[config.mk]
export PLATFORM = sky130hd
export DESIGN_NAME = sm_mult_seq
export DESIGN_NICKNAME = d
export VERILOG_FILES = /design/src/rtl/sm_mult_seq.sv
export SDC_FILE = /design/constraint.sdc
export NUM_CORES = 1
export LEC_CHECK = 0
export ABC_AREA = 0
export CORE_MARGIN = 4
export CORE_UTILIZATION = 40
export CTS_CLUSTER_SIZE = 28
export DETAILED_ROUTE_END_ITERATION = 7
export PLACE_DENSITY_LB_ADDON = 0.05
export SLEW_MARGIN = 10
export SYNTH_ARGS = -nofsm -noshare
export SYNTH_HDL_FRONTEND = slang
export SYNTH_SLANG_ARGS = --single-unit
[constraint.sdc]
create_clock -name clk -period 3.9 [get_ports clk]
set_input_delay 0.585 -clock clk [delete_from_list [all_inputs] [get_ports clk]]
set_output_delay 0.585 -clock clk [all_outputs]
set_load 0.05 [all_outputs]
[src/rtl/sm_mult_seq.sv]
// rtl/sm_mult_seq.sv - sequential radix-2 shift-add sign-magnitude multiplier with valid/ready
// Optional early exit on an exhausted multiplier: define SM_MULT_EARLY_EXIT_EN.
module sm_mult_seq #(
    parameter int MAG_W = 8
) (
    input  logic               clk,
    input  logic               rst_n,
    input  logic               in_valid,
    output logic               in_ready,
    input  logic [MAG_W:0]     a,
    input  logic [MAG_W:0]     b,
    output logic               out_valid,
    input  logic               out_ready,
    output logic [2*MAG_W:0]   prdct,
    output logic               busy
);

    localparam int CW = $clog2(MAG_W + 1);

    typedef enum logic [1:0] {
        IDLE,
        CALC,
        DONE
    } state_t;

    state_t               state;
    state_t               state_next;
    logic [2*MAG_W-1:0]   mcand;
    logic [2*MAG_W-1:0]   acc;
    logic [2*MAG_W-1:0]   acc_next;
    logic [MAG_W-1:0]     mplier;
    logic                 sign;
    logic [CW-1:0]        cnt;
    logic                 last_step;
    logic                 accept;

    assign in_ready  = (state == IDLE) || ((state == DONE) && out_ready);
    assign out_valid = (state == DONE);
    assign busy      = (state != IDLE);
    assign accept    = in_valid && in_ready;

    // mcand is shifted left each step, so it always carries the weight of the current bit.
    assign acc_next = acc + (mplier[0] ? mcand : '0);

`ifdef SM_MULT_EARLY_EXIT_EN
    assign last_step = (cnt == CW'(MAG_W - 1)) || ((mplier >> 1) == '0);
`else
    assign last_step = (cnt == CW'(MAG_W - 1));
`endif

    always_ff @(posedge clk) begin
        if (!rst_n) begin
            state <= IDLE;
        end else begin
            state <= state_next;
        end
    end

    always_comb begin
        state_next = state;
        case (state)
            IDLE: begin
                if (in_valid) begin
                    state_next = CALC;
                end
            end
            CALC: begin
                if (last_step) begin
                    state_next = DONE;
                end
            end
            DONE: begin
                if (out_ready) begin
                    state_next = in_valid ? CALC : IDLE;
                end
            end
            default: state_next = IDLE;
        endcase
    end

    always_ff @(posedge clk) begin
        if (!rst_n) begin
            mcand  <= '0;
            mplier <= '0;
            acc    <= '0;
            sign   <= 1'b0;
            cnt    <= '0;
            prdct  <= '0;
        end else if (accept) begin
            mcand  <= {{MAG_W{1'b0}}, a[MAG_W-1:0]};
            mplier <= b[MAG_W-1:0];
            sign   <= a[MAG_W] ^ b[MAG_W];
            acc    <= '0;
            cnt    <= '0;
        end else if (state == CALC) begin
            acc    <= acc_next;
            mcand  <= mcand << 1;
            mplier <= mplier >> 1;
            cnt    <= cnt + 1'b1;
            if (last_step) begin
                // A zero magnitude never carries a sign, so -0 cannot be emitted.
                prdct <= {sign && (acc_next != '0), acc_next};
            end
        end
    end

endmodule

Word level (Yosys, flattened, before mapping)
Index checks and enable logic that the tools add are counted.
- bits of input ports: 22
- word-level logic and storage cells: 40
- flip-flop bits (word level): 64
- output and inout port bits: 20
- add/subtract/negate cells: 2
- bitwise gates (word level): 3
- eq/ne operators: 6
- reductions and logical operators: 11
- muxes and demuxes: 10
- operators by type and width (operator ; number):
    $mux 8 ; 4
    $add 16x16->16 ; 1
    $mux 16 ; 1
    $reduce_bool 16->1 ; 1
    $mux 2 ; 3
    $pmux 2 s3 ; 1
    $reduce_and 3->1 ; 2
    $add 4x1->4 const B ; 1
    $eq 4x3->1 const B ; 1
    $ne 2x2->1 const B ; 2
    $reduce_bool 2->1 ; 2
    $logic_and 1x1->1 ; 3
    $eq 2x1->1 const B ; 1
    $eq 2x2->1 const B ; 1
    $logic_not 2->1 ; 1
    $ne 2x1->1 const B ; 1
    $not 1->1 ; 2
    $reduce_or 2->1 ; 1
    $logic_or 1x1->1 ; 1
    $mux 1 ; 1
    $xor 1x1->1 ; 1

Depth between registers and ports, before layout
- depth in word-level cells: 6
- depth in mapped cells: 13
- mapped depth without buffers: 12

Worst setup path before layout
OpenSTA, ideal clock, no wires.
- path type: register -> register
- start: reg mplier[0]
- end: reg prdct[16]
- clock period less this slack: 2.887 ns
- buffers on the path: 1
- path slack: 1.013 ns
- required time: 3.775 ns
- arrival: 2.763 ns
- library setup time: 0.125 ns
- cell stages (with the launch flop): 14
- path through: dfxtp_1 -> clkbuf_1 -> and2_1 -> ha_1 -> inv_1 -> fa_1 -> nor2b_4 -> o2111ai_2 -> a31oi_4 -> o21a_2 -> a2111oi_2 -> a311o_1 -> o41ai_2 -> nand2_1
- longest elaborated chain between the ends: 4
- ends and longest elaborated chain (what ; RTL line ; source):
    from (decl) ; 31 ; logic [MAG_W-1:0] mplier;
    from (signal assigned) ; 91 ; mplier <= b[MAG_W-1:0];
    from (signal assigned) ; 98 ; mplier <= mplier >> 1;
    $mux 16 ; 43 ; assign acc_next = acc + (mplier[0] ? mcand : '0);
    $add 16x16->16 ; 43 ;
    $reduce_bool 16->1 ; 102 ; prdct <= {sign && (acc_next != '0), acc_next};
    $logic_and 1x1->1 ; 102 ;
    to (signal assigned) ; 102 ;
    to (decl) ; 14 ; output logic [2*MAG_W:0] prdct,
No other way between the ends.
A chain may end at the register's enable or synchronous reset.

Final worst setup path
Same ends and word-level chain as after synthesis.

==> impl_metrics.py <==
metrics = {
    "run_status": {
        "status": "finished clean",
    },
    "synthesis": {
        "synthDistinctLibCells": 51,
        "yosys_warnings": 0,
        "syn-num-nets": 455,
        "yosys.area.top_type": "dfxtp_1",
        "syn_area_um2": 3390,
        "postSynthCellCount": 416,
        "synth_seq_cells": 64,
        "yosysTopAreaCellShare_pct": 37.8,
        "synth_edf_count": 0,
        "avgSynthCellArea_um2": 8.16,
        "synthArstFlopShare_pct": 0,
        "synth-seq-area-share_pct": 37.8,
        "synth.area.top_cells": "dfxtp_1, nand2_1, ha_1",
        "synth.top_cells.by_count": "nand2_1, dfxtp_1, a21oi_1",
        "yosys.cell_count.top_type": "nand2_1",
        "synthFlopType": "dfxtp_1",
    },
    "die": {
        "die_y_um": 100,
        "initial_utilization_pct": 41.3,
        "core.rowCount": 33,
        "core_area_um2": 8220,
        "fp.dieW_um": 100,
        "die_area_um2": 10000,
        "ios": 42,
    },
    "detailed_routing": {
        "vias_per_cell": 5.23,
        "wl_per_cell_um": 13.9,
        "firstDrtPassIters": 4,
        "wl_um": 7820,
        "vias": 2947,
        "drc": 0,
        "ant_nets": 0,
        "drtIter0Drc": 96,
    },
    "setup_path": {
        "cp_cell_sequence": "and2_1, ha_1, inv_1, fa_1, nor2b_4, o2111ai_2, a31oi_4, o21a_2, a2111oi_2, a311o_1, o41ai_2, nand2_1",
        "slowest_delay_ns": 0.61,
        "worstPathMaxFanout": 17,
        "worstPathRequired_ns": 4.12,
        "path_buf_inv": 1,
        "path_class": "flop to flop",
        "cp_data_arrival_time_ns": 3.38,
        "startpoint_type": "flop",
        "path_delay_family": "compound AO/OA/AOI/OAI gates",
        "cp-end-kind": "flop",
        "cp_slowest_cell": "dfxtp_1",
    },
    "job": {
        "cap_violations": 0,
    },
    "clocking": {
        "cts_buffers": 9,
        "post_cts_buffers": 0,
        "cts_tree": "built",
        "ctsResizeCount": 0,
        "htreeDepth": 3,
        "clk_path_buf_depth": 2,
        "path_clk_slew_ns": 0.08,
        "cts_sinks": 64,
        "cts-root-buf": "clkbuf_8",
        "hold_buffers": 0,
        "clk_latency_ns": 0.35,
    },
    "pwr": {
        "powerDensity_nw_per_um2": 347,
        "power.leakage_nw": 1.64,
        "ir_worst_vdd_mv": 0.169,
        "power.total_mw": 1.43,
    },
    "global_route": {
        "grt_pass1_vias": 2861,
        "grt_util_all_layers_pct": 16.7,
        "grt_busiest_layer": "met2",
        "globalRouteOverflowTotal": 0,
        "met1_usage_pct": 22.8,
        "met3_usage_pct": 4.59,
        "grt_max_degree": 39,
        "grt_pass1_wl_um": 13600,
        "antenna_found_initial": 0,
        "gr-usage-met2_pct": 25.9,
    },
    "final_layout": {
        "nNetsFinal": 493,
        "stdcell_count": 564,
        "finalInstanceArea_um2": 4110,
        "area_growth_pct": 21.1,
        "drive_above_1_share_pct": 8.28,
        "antenna_cells": 0,
    },
    "sta": {
        "finalMaxSlewViolations": 0,
        "fin_setup_tns_ns": 0,
        "finalSetupViolCount": 0,
        "hold_ws_ns": 0.456,
        "worst_pin_slew_ns": 0.840,
        "skew_ns": 0.0123,
        "max_slew_margin_pct": 43.8,
        "hold_viol": 0,
        "rsz0062_at_grt": "no",
        "final.period_utilization_pct": 80.9,
        "fmax_ghz": 0.317,
        "fin_crit_ns": 3.16,
    },
    "placement": {
        "place_congestion": 0.865,
        "io_buffers": 41,
        "placed_cell_area_um2": 3920,
        "dp_hpwl_um": 5620,
        "dp_cells": 548,
    },
    "worst_hold_path": {
        "hold_path_class": "flop to flop",
    },
}
layout by cell type (no fill, tap or decap), types with 3 or more instances in the layout:
master,instances
a211oi_1,4
a21boi_0,21
a21o_1,4
a21oi_1,35
a22oi_1,6
and2_1,19
buf_4,8
clkbuf_8,9
clkdlybuf4s50_1,41
clkinv_2,3
dfxtp_1,64
ha_1,16
inv_1,5
nand2_1,110
nand3_1,11
nand4_1,3
nor2_1,16
nor2b_1,3
nor3_1,5
o211a_1,11
o21a_1,4
o21ai_0,4
xnor2_1,10
xor2_1,7
where the power goes:
part	switching, mW	internal (mW)
logic	0.0920	0.0689
clock network	0.281	0.296
registers	0.0165	0.673
total	0.390	1.04
flip-flops by register name, indices dropped and copies added, names as in the netlist:
| register | count |
|---|---|
| acc | 16 |
| cnt | 4 |
| mcand | 16 |
| mplier | 8 |
| prdct | 17 |
| sign | 1 |
| state | 2 |
layout make-up:
class,count,area [µm²]
clock buffers,9,124
clock inverters,7,71.3
fillers,831,4110
inverters,5,18.8
multi-input cells,325,2010
flip-flops and latches,64,1280
well taps,105,131
repair buffers,49,470
worst reg2reg max path, stage by stage, from the launching register on:
cell       delay, ns
dfxtp_1         0.61
and2_1          0.21
ha_1            0.19
inv_1           0.06
fa_1            0.44
nor2b_4         0.15
o2111ai_2       0.16
a31oi_4         0.29
o21a_2          0.18
a2111oi_2       0.04
a311o_1         0.35
o41ai_2         0.28
nand2_1         0.07
cell families (layout without fill, tap and decap cells):
logic type               count (synthesis)  after routing  synth area share (%)
adder cells (fa/ha/maj)                 17             17                  6.49
flip-flops                              64             64                  37.8
buffers and inverters                   27             70                  2.99
AND/OR/NAND/NOR                        177            177                  23.2
XOR/XNOR                                17             17                  4.39
multiplexers                             1              1                 0.332
AO/OA/AOI/OAI                          113            113                  24.9
stage by stage:
step / worst slack [ns] / utilization (%)
CTS: 0.734 / 50.0
global route: 0.565 / 50.0
floorplan: 1.01 / -
global placement: 0.880 / 47.6
finish: 0.745 / 50.0
detailed placement: 0.768 / 47.6
worst paths after layout:
path | from | endpoint | slack, ns | depth (start not counted)
setup / recovery | mplier[0] | prdct[16] | 0.74 | 12
setup reg to reg | mplier[0] | prdct[16] | 0.74 | 12
hold / removal | mcand[7] | mcand[8] | 0.46 | 2
hold reg to reg | mcand[7] | mcand[8] | 0.46 | 2
per-layer routing:
layer,vias to the layer above,wire length (µm)
met5,-,0
met4,0,70
met3,6,453
met2,71,3400
met1,1351,3900
li1,1519,-
No activity file was read; power rests on OpenSTA's default activity.
